**src/rtl/demux_regbank4_pkg.sv**
```systemverilog
// Shared sizing and index type for the four-entry write-side register bank.
package regbank_pkg;
  localparam int NUM_ENTRIES = 4;
  localparam int ADDR_W      = 2;
  typedef logic [ADDR_W-1:0] entry_idx_t;
endpackage

```
**src/rtl/decoder2x4.sv**
```systemverilog
// Combinational 2-to-4 one-hot decoder; the write-side inverse of a 4:1 mux.
module decoder2x4
  import regbank_pkg::*;
(
  input  entry_idx_t                   addr,
  input  logic                         en,
  output logic [NUM_ENTRIES-1:0]       out
);
  always_comb begin
    out = '0;
    if (en) out[addr] = 1'b1;
  end
endmodule

```
**src/rtl/demux_regbank4.sv**
```systemverilog
// Four-entry register bank fed through a registered commit stage, exposing the
// in-flight write so readers can forward around it.
module demux_regbank4
  import regbank_pkg::*;
#(
  parameter int WIDTH = 32
) (
  input  logic                                clk,
  input  logic                                reset,
  input  logic                                wr_en,
  input  entry_idx_t                          wr_addr,
  input  logic [WIDTH-1:0]                    wr_data,
  input  logic                                inv_en,
  input  entry_idx_t                          inv_addr,
  input  logic                                flush,
  output logic [NUM_ENTRIES-1:0][WIDTH-1:0]   q,
  output logic [NUM_ENTRIES-1:0]              valid,
  output logic                                pend_valid,
  output entry_idx_t                          pend_addr,
  output logic [WIDTH-1:0]                    pend_data,
  output logic [NUM_ENTRIES-1:0]              wr_onehot
);
  logic                               pend_valid_q, pend_valid_d;
  entry_idx_t                         pend_addr_q, pend_addr_d;
  logic [WIDTH-1:0]                   pend_data_q, pend_data_d;
  logic [NUM_ENTRIES-1:0][WIDTH-1:0]  q_q;
  logic [NUM_ENTRIES-1:0]             valid_q;

  // A write arriving alongside flush is dropped, so it never reaches the commit stage.
  always_comb begin
    pend_valid_d = wr_en & ~flush;
    pend_addr_d  = pend_addr_q;
    pend_data_d  = pend_data_q;
    if (wr_en && !flush) begin
      pend_addr_d = wr_addr;
      pend_data_d = wr_data;
    end
  end

  always_ff @(posedge clk) begin
    if (reset) begin
      pend_valid_q <= 1'b0;
      pend_addr_q  <= '0;
      pend_data_q  <= '0;
    end else begin
      pend_valid_q <= pend_valid_d;
      pend_addr_q  <= pend_addr_d;
      pend_data_q  <= pend_data_d;
    end
  end

  decoder2x4 u_dec (
    .addr (pend_addr_q),
    .en   (pend_valid_q),
    .out  (wr_onehot)
  );

  for (genvar i = 0; i < NUM_ENTRIES; i++) begin : g_entry
    logic commit;
    assign commit = wr_onehot[i] & ~flush;

    always_ff @(posedge clk) begin
      if (reset) begin
        q_q[i]     <= '0;
        valid_q[i] <= 1'b0;
      end else begin
        if (commit) q_q[i] <= pend_data_q;
        // Commit outranks a same-cycle invalidate of the same entry.
        if (flush)                                    valid_q[i] <= 1'b0;
        else if (commit)                              valid_q[i] <= 1'b1;
        else if (inv_en && inv_addr == entry_idx_t'(i)) valid_q[i] <= 1'b0;
      end
    end
  end

  assign q          = q_q;
  assign valid      = valid_q;
  assign pend_valid = pend_valid_q;
  assign pend_addr  = pend_addr_q;
  assign pend_data  = pend_data_q;
endmodule

```
**config.mk**
```make
export PLATFORM = sky130hd
export DESIGN_NAME = demux_regbank4
export DESIGN_NICKNAME = d
export VERILOG_FILES = /design/src/rtl/demux_regbank4_pkg.sv /design/src/rtl/decoder2x4.sv /design/src/rtl/demux_regbank4.sv
export SDC_FILE = /design/constraint.sdc
export NUM_CORES = 1
export LEC_CHECK = 0
export CAP_MARGIN = 30
export CORE_UTILIZATION = 25
export DETAILED_ROUTE_END_ITERATION = 10
export PLACE_DENSITY_LB_ADDON = 0.05
export SETUP_SLACK_MARGIN = 0.05
export SYNTH_ARGS = -nofsm -noshare
export SYNTH_HDL_FRONTEND = slang
export SYNTH_HIERARCHICAL = 1
export SYNTH_SLANG_ARGS = --single-unit
export TNS_END_PERCENT = 10
```
**constraint.sdc**
```tcl
create_clock -name clk -period 2 [get_ports clk]
set_clock_uncertainty 0.15 [all_clocks]
set_input_delay 0.2 -clock clk [delete_from_list [all_inputs] [get_ports clk]]
set_output_delay 0.2 -clock clk [all_outputs]
set_load 0.01 [all_outputs]
```
# Word level (Yosys, flattened, before mapping)
# Cells that the tools add are included.
[op_classes]
bitwise_logic = 6
n_eq_ne = 3
order_cmp = 2
mux = 11
reduce_logical = 13
[op_table]
columns = ["op", "n"]
rows = [
  ["$mux 1", 9],
  ["$reduce_bool 2->1", 4],
  ["$logic_and 1x1->1", 6],
  ["$and 1x1->1", 5],
  ["$eq 2x2->1 const B", 2],
  ["$mux 4", 1],
  ["$lt 2x3->1 const B", 1],
  ["$demux 1 s2", 1],
  ["$eq 2x1->1 const B", 1],
  ["$ge 2x1->1 const B", 1],
  ["$logic_not 2->1", 1],
  ["$reduce_or 2->1", 1],
  ["$logic_not 1->1", 1],
  ["$not 1->1", 1],
]
[word_totals]
output_inout_bits = 171
reg_bits = 167
elab_cells = 46
input_bits = 41

# Logic depth before layout (Yosys ltp)
# Gate-level depths: netlist of run 1.
[logic_depth]
depth_word = 7
ltp_mapped = 5
mapped_depth_nobuf = 3

# By module
# Netlist of run 1, hierarchy kept.
[modules_own_cells]
columns = ["mod", "cells_each", "area_per_inst_um2", "instances", "seq_area_each_um2"]
rows = [
  ["demux_regbank4", 593, 6678.9, 1, 3343.2],
  ["decoder2x4", 4, 37.5, 1, 0.0],
]

# Worst setup path after synthesis of run 1
# Ideal clock, no wire load.
[synth_path]
path_kind = "reg2reg"
startpoint = "register pend_valid_q (netlist: pend_valid)"
endpoint = "register q_q, in the netlist q[11]"
path_slack_ns = 0.367
path_stages_with_launch = 5
setup_time_ns = 0.072
t_required_ns = 1.778
synth_period_minus_slack_ns = 1.633
arrival_time_ns = 1.412
n_path_buf = 1
cell_sequence = "dfxtp_1 -> nor3b_2 -> nor2b_1 -> buf_4 -> mux2i_1"
[synth_via]
elab_chain_len = 2
[synth_rtl]
columns = ["item", "line_no", "source"]
rows = [
  ["start, declared", "demux_regbank4.sv:23", "logic pend_valid_q, pend_valid_d;"],
  ["start signal, assigned", "demux_regbank4.sv:46", "pend_valid_q <= pend_valid_d;"],
  ["$mux 4", "decoder2x4.sv:11", "if (en) out[addr] = 1'b1;"],
  ["net wr_onehot[0]", "demux_regbank4.sv:21", "output logic [NUM_ENTRIES-1:0] wr_onehot"],
  ["$and 1x1->1", "demux_regbank4.sv:60", "assign commit = wr_onehot[i] & ~flush;"],
  ["end signal, assigned by index", "demux_regbank4.sv:67", "if (commit) q_q[i] <= pend_data_q;"],
  ["end, declared", "demux_regbank4.sv:26", "logic [NUM_ENTRIES-1:0][WIDTH-1:0] q_q;"],
]
# The timed path passes the listed nets, and every way through them passes these cells.
# A chain may end at the register's enable or synchronous reset.

# Final worst setup path of run 1
[layout_path]
startpoint = "register pend_valid_q (netlist: pend_valid)"
endpoint = "output pend_valid"
[layout_rtl]
columns = ["item", "line_no", "source"]
rows = [
  ["end, declared", "demux_regbank4.sv:18", "output logic pend_valid,"],
]
# No word-level cell between the ends.

==> impl_results.md, run 1 <==
- Total CTS buffers: 17
- Cell Pwr Density: 719.0 nW/um^2
- Crit path DAT: 1430 ps
- Layout cell share with drive strength beyond 1: 0.1016
- Cells after synthesis: 597
- Slew margin rel.: 0.7508
- Reported net switching power: 1.739 mW
- Die Width: 165.9 um
- Drt initial violations: 228
- Final layout net count: 845
- Crit end category: output pin
- Internal power contribution: 5.301 mW
- Worst endpoint required time: 1650 ps
- Pin count of the biggest net entering global routing: 72
- Worst-path clk slew: 70 ps
- Fin. max-slew vios: 0
- Total of hold buffers inserted after clock tree synthesis: 0
- Share of synthesized area occupied by flip-flops and latches: 0.4978
- Proportion of power drawn by flip-flops and latches: 0.482
- Buffers from clock root to sink, at most: 2
- GR Overflow Total: 0
- Maximum cell stage delay along the critical path: 620 ps
- Clk sinks: 167
- CTS Root Cell: sky130_fd_sc_hd__clkbuf_16
- Routed length per instance: 18.21 um
- Worst setup path category: register to output pin
- Combined global-route utilization of all metal layers: 0.1534
- Detailed Routing Iterations Pass 1: 7
- Tcrit/Tclk final: 0.8880
- Signed area change from the synthesized netlist to the final layout: 45.77%
- Slowest stage cell, crit path: sky130_fd_sc_hd__clkdlybuf4s50_1
- Total negative slack: 0 ps
- Core occupancy in the finished layout: 0.3736
- Post-layout power: 7.040 mW
- Die height: 165.9 um
- Worst Max-Slew Pin Slew: 368.6 ps
- Switching portion of total power: 0.2470
- Reported max-cap violation count: 0
- Num ports: 212
- CTS tree: built
- CTS H-Tree Depth: 4
- Synthesized area per cell: 11.25 sq um
- Result of the run: finished with violations
- Number of synthesized register bits: 167
- Routed Antenna Nets: 0
- Antenna violations before repair: 1
- Effective utilization at floorplan: 0.2563
- Clock Latency Late Sink: 410 ps
- Peak clock frequency supported by timing: 563.1 MHz
- Unrepaired setup endpoints after global routing: no
- Combinational fraction of design power: 0.069
- Leakage component of the power: 4.084 nW
- Clock network fraction of design power: 0.449
- Violations in the final reports: design-rule violations
- Total of buffers placed on input and output ports: 211
- Peak supply drop: 449.7 uV
- Number of different library cells in the post-synthesis netlist: 24
- Net Count, Synth: 638
- Global-route wire length before repair: 32290 um
- DRC violation count after routing: 30
- Number of placement rows: 59
- Number of vias per cell: 4.353
- Setup bufs post-CTS: 0
- Floorplan die area: 27520 sq um
- Total number of vias: 5019
- Worst path top cell family by delay: buffers and inverters
- Netlist area before placement: 6716 sq um
- Critical path, cell by cell: clkdlybuf4s50_1
- Routability Congestion: 0.7479
- Number of global-route vias before repair: 5240
- Shortest period the worst path allows: 1776 ps
- Floorplan Core Area: 26210 sq um
- DP HPWL: 14980 um
- Maximum fanout count along the critical path: 5
- Worst Path Buf+Inv: 1
- Sort of element at the start of the critical path: register
- Path category of the worst min-delay check: input pin to register
- Post-Route Hold Slack: 22.65 ps
- Number of hold violations in the final report: 0
- Count of final setup violators: 0
- Detailed-route wire length: 21000 um
- Yosys Warn Count: 6
-- repair_timing --
action,4_1_cts,5_1_grt
endpoints found under the setup margin,4,1
resized for setup,7,1
hold endpoints to repair,0,0
-- placed cells by master (no fill, tap or decap), types with 3 or more instances in the layout --
cell and instances:
sky130_fd_sc_hd__nand2b_4 10, sky130_fd_sc_hd__inv_6 5, sky130_fd_sc_hd__clkbuf_16 17, sky130_fd_sc_hd__nand2b_1 153, sky130_fd_sc_hd__nand4bb_1 34, sky130_fd_sc_hd__o21ai_0 33
sky130_fd_sc_hd__nand2b_2 3, sky130_fd_sc_hd__dlygate4sd2_1 3, sky130_fd_sc_hd__dfxtp_1 165, sky130_fd_sc_hd__clkinv_4 3, sky130_fd_sc_hd__clkdlybuf4s50_1 204, sky130_fd_sc_hd__buf_4 20
sky130_fd_sc_hd__buf_12 5, sky130_fd_sc_hd__mux2i_1 128, sky130_fd_sc_hd__nor3_2 4, sky130_fd_sc_hd__nor2_1 5
-- state kept, by name, summed over array words and instances (netlist names) --
| signal | count |
|---|---|
| pend_addr | 2 |
| pend_valid | 1 |
| q | 128 |
| valid | 4 |
| pend_data | 32 |
-- cells in the mapped netlist --
| cell type | number | area [sq um] |
|---|---|---|
| sky130_fd_sc_hd__buf_2 | 4 | 20.02 |
| sky130_fd_sc_hd__nand2b_4 | 10 | 137.6 |
| sky130_fd_sc_hd__nor3b_2 | 1 | 12.51 |
| sky130_fd_sc_hd__clkbuf_1 | 23 | 86.33 |
| sky130_fd_sc_hd__clkbuf_2 | 3 | 15.01 |
| sky130_fd_sc_hd__and3_2 | 1 | 7.510 |
| sky130_fd_sc_hd__nor2_1 | 5 | 18.77 |
| sky130_fd_sc_hd__buf_6 | 4 | 45.04 |
| sky130_fd_sc_hd__dfxtp_1 | 167 | 3343 |
| sky130_fd_sc_hd__o21ai_1 | 1 | 5.000 |
| sky130_fd_sc_hd__and4b_1 | 1 | 10.01 |
| sky130_fd_sc_hd__o21ai_0 | 33 | 165.2 |
| sky130_fd_sc_hd__and3b_1 | 2 | 17.52 |
| sky130_fd_sc_hd__nand4bb_1 | 34 | 382.9 |
| sky130_fd_sc_hd__buf_4 | 13 | 97.59 |
| sky130_fd_sc_hd__nor4bb_1 | 2 | 20.02 |
| sky130_fd_sc_hd__or2_4 | 1 | 8.760 |
| sky130_fd_sc_hd__nand2b_1 | 156 | 975.9 |
| sky130_fd_sc_hd__nor3_2 | 4 | 40.04 |
| sky130_fd_sc_hd__inv_1 | 1 | 3.750 |
| sky130_fd_sc_hd__mux2i_1 | 128 | 1281 |
| sky130_fd_sc_hd__nor4b_1 | 1 | 8.760 |
| sky130_fd_sc_hd__and2b_1 | 1 | 7.510 |
| sky130_fd_sc_hd__nor2b_1 | 1 | 6.260 |
-- metrics by stage --
stage / cell area (sq um) / cells / worst slack [ps]
6_report: 9791 / 1153 / 224.0
5_1_grt: 9788 / 1152 / 157.1
4_1_cts: 9786 / 1152 / -24.45
3_5_place_dp: 9229 / 1120 / 326.6
3_3_place_gp: 9229 / 1120 / 390.8
2_1_floorplan: 6716 / 597 / 366.7
-- per-layer routing --
layer,part of all wire,vias up,global-route usage
met4,0.015,0,0.04429
met5,0,-,0
met1,0.44,2398,0.1877
met3,0.078,19,0.05434
met2,0.47,148,0.2528
li1,-,2454,-
-- cell type report --
class | count | area [sq um]
sequential | 167 | 3346
multi-input combinational | 382 | 3123
clock inverter | 13 | 112.6
antenna | 1 | 2.502
tap | 335 | 419.2
fill | 2561 | 16420
clock buffer | 19 | 442.9
inverter | 1 | 3.754
timing repair buffer | 235 | 2341
-- power by group through the flow --
stage / registers (mW) / logic, mW / clock network [mW]
final: 3.39 / 0.485 / 3.16
after global placement: 3.47 / 0.490 / 0
after detailed placement: 3.47 / 0.493 / 0
after CTS: 3.39 / 0.495 / 3.30
after floorplan: 3.48 / 0.223 / 0
after global routing: 3.40 / 0.519 / 3.43
-- path summary, 6_finish.rpt --
check        startpoint      endpoint  slack, ps  depth (start not counted)
min reg2reg       q[16]         q[16]        320                          2
max          pend_valid    pend_valid        220                          1
min               wr_en  pend_data[1]         20                          3
max reg2reg  pend_valid         q[18]        390                          5
-- cell families (layout without fill, tap and decap cells) --
logic type / count (synthesis) / count (layout) / share of synthesized area
buf+inv: 48 / 268 / 0.03986
other cells: 0 / 1 / 0
mux: 128 / 128 / 0.1908
simple gates: 220 / 220 / 0.2463
compound gates: 34 / 34 / 0.02533
flops: 167 / 167 / 0.4978
No activity file was read; power rests on OpenSTA's default activity.
==> inputs of run 2 (changes only) <==
HOLD_SLACK_MARGIN = 0.15   (was not set)
==> run 2 against run 1 <==
Against the previous run: the flow still finishes with violations (design-rule violations); via count increased by 0.38%; critical path depth unchanged; total power about the same; cell count increased by 0.17%; maximum frequency increased by 0.22%; first-iteration DRC count increased by 2.2%; hold slack improved by 220 ps; die area unchanged; critical path type unchanged; highest routed layer unchanged.
==> impl_results.md, run 2 (synthesis results as in run 1) <==
- Worst setup path category: register to output pin
- CTS H-Tree Depth: 4 (unchanged)
- Total CTS buffers: 17 (unchanged)
- Maximum fanout count along the critical path: 5 (unchanged)
- Worst Max-Slew Pin Slew: 368.6 ps (-0.02944 ps)
- Drt initial violations: 233 (+2.2%)
- Filler cell count: 2559 (-0.078%)
- Depth of the most critical reg-to-reg path: 5 (unchanged)
- Die height: 165.9 um (unchanged)
- Path category of the worst min-delay check: input pin to register
- Most frequent cells in the layout: sky130_fd_sc_hd__clkdlybuf4s50_1, sky130_fd_sc_hd__dfxtp_1, sky130_fd_sc_hd__nand2b_1
- Slowest stage cell, crit path: sky130_fd_sc_hd__clkdlybuf4s50_1
- Worst-path clk slew: 70 ps (about the same)
- Cells after DPL: 1120 (unchanged)
- Detailed-route wire length: 21020 um (about the same)
- Worst Path Buf+Inv: 1 (unchanged)
- Global-route wire length before repair: 32340 um (+0.15%)
- Cell Pwr Density: 717.3 nW/um^2 (-0.24%)
- Total of buffers placed on input and output ports: 211 (unchanged)
- Worst setup margin: 227.9 ps (+3.873 ps)
- Pin count of the biggest net entering global routing: 72 (unchanged)
- Floorplan Core Area: 26210 sq um (unchanged)
- Routability Congestion: 0.7479 (unchanged)
- Slack of the worst reg-to-reg path: 400 ps (about the same)
- Number of vias per cell: 4.362 (+0.20%)
- Largest register FFs: 128 (unchanged)
- Finished Layout Cells: 1155 (+0.17%)
- Core occupancy in the finished layout: 0.3746 (+0.001050)
- CP Launch Point: pend_valid
- Termination of the worst setup path: pend_valid
- Slew margin rel.: 0.7508 (about the same)
- Post-detailed-placement cell area: 9229 sq um (unchanged)
- Count of cell instances traversed by the critical path: 1 (unchanged)
- Leakage component of the power: 4.097 nW (+0.31%)
- Routed length per instance: 18.20 um (about the same)
- Combined global-route utilization of all metal layers: 0.1535 (about the same)
- Most common library cell in the layout ignoring fill and taps: sky130_fd_sc_hd__clkdlybuf4s50_1
- Number of placement rows: 59 (unchanged)
- CTS Root Cell: sky130_fd_sc_hd__clkbuf_16
- Antenna violations before repair: 0 (-1)
- Post-layout power: 7.043 mW (about the same)
- Result of the run: finished with violations
- Layout cell share with drive strength beyond 1: 0.1012 (-0.0003717)
- Violations in the final reports: design-rule violations
- Sort of element at the start of the critical path: register
- Peak supply drop: 448.6 uV (-0.25%)
- Routed Antenna Nets: 0 (unchanged)
- Signed area change from the synthesized netlist to the final layout: 46.18%
- Number of hold violations in the final report: 0 (unchanged)
- Crit path DAT: 1420 ps (about the same)
- Post-Route Hold Slack: 239.0 ps (+216.3 ps)
- DP HPWL: 14980 um (unchanged)
- CTS tree: built
- Shortest period the worst path allows: 1772 ps (-3.873 ps)
- Floorplan die area: 27520 sq um (unchanged)
- Clk sinks: 167 (unchanged)
- Total negative slack: 0 ps (unchanged)
- Tcrit/Tclk final: 0.8860 (-0.001937)
- Critical path, cell by cell: clkdlybuf4s50_1
- Effective utilization at floorplan: 0.2563 (unchanged)
- GR Overflow Total: 0 (unchanged)
- Number of global-route vias before repair: 5256 (+0.31%)
- Worst setup timing slack at the placement stage: 326.6 ps (unchanged)
- Fin. max-slew vios: 0 (unchanged)
- Die Width: 165.9 um (unchanged)
- Count of final setup violators: 0 (unchanged)
- Final layout net count: 848 (+0.36%)
- Final antenna diode count: 0 (-1)
- Buffers from clock root to sink, at most: 2 (unchanged)
- Num ports: 212 (unchanged)
- Unrepaired setup endpoints after global routing: no
- Worst path top cell family by delay: buffers and inverters
- Post-layout instance area: 9818 sq um (+0.28%)
- Worst endpoint required time: 1650 ps (about the same)
- Clock Latency Late Sink: 410 ps (about the same)
- Total number of vias: 5038 (+0.38%)
- DRC violation count after routing: 15 (-50%)
- Worst reg2reg path endpoint: q[18]
- Crit end category: output pin
- Detailed Routing Iterations Pass 1: 7 (unchanged)
- Peak clock frequency supported by timing: 564.3 MHz (+0.22%)
- Reported max-cap violation count: 0 (unchanged)
- Maximum cell stage delay along the critical path: 620 ps (about the same)
- Startpoint of the worst register-to-register path: pend_valid
-- run 2: cell count changes in the layout (fill, tap and decap cells not counted) --
cell and change:
sky130_fd_sc_hd__dlygate4sd3_1 +3, sky130_fd_sc_hd__diode_2 -1
-- run 2: how the worst min path moves through the flow --
stage | start | end | slack [ps] | cells past startpoint
6_report | wr_data[29] | pend_data[29] | 240 | 3
5_1_grt | wr_data[15] | pend_data[15] | 240 | 3
4_1_cts | wr_data[29] | pend_data[29] | 220 | 3
3_5_place_dp | q[85] | q[85] | 310 | 2
3_3_place_gp | q[13] | q[13] | 310 | 2
2_1_floorplan | wr_en | pend_data[11] | 220 | 2
-- run 2: metal layers --
layer	track usage	vias up	wire length [um]
met5	0	-	0
met4	0.04795	0	386
met3	0.05315	21	1618
met2	0.2511	146	9695
met1	0.1887	2417	9316
li1	-	2454	-
-- run 2: cell type report --
type | instances | area (sq um) | share of cell area
inverters | 1 | 3.754 | 0.0003823
repair buffers | 238 | 2371 | 0.2415
flip-flops and latches | 167 | 3346 | 0.3408
clock inverters | 13 | 112.6 | 0.01147
well taps | 335 | 419.2 | 0.04269
clock buffers | 19 | 442.9 | 0.04511
multi-input cells | 382 | 3123 | 0.3181
-- run 2: power breakdown --
group          switching (mW)  internal, mW
Clock                    1.49          1.67
Sequential             0.0288          3.36
Combinational           0.215         0.275
Total                    1.74          5.30
-- run 2: timing repair --
action	in CTS	in global routing
setup buffers	0	0
hold buffers	3	0
setup endpoints to repair	4	1
hold endpoints to repair	23	0
gates resized for setup	7	1
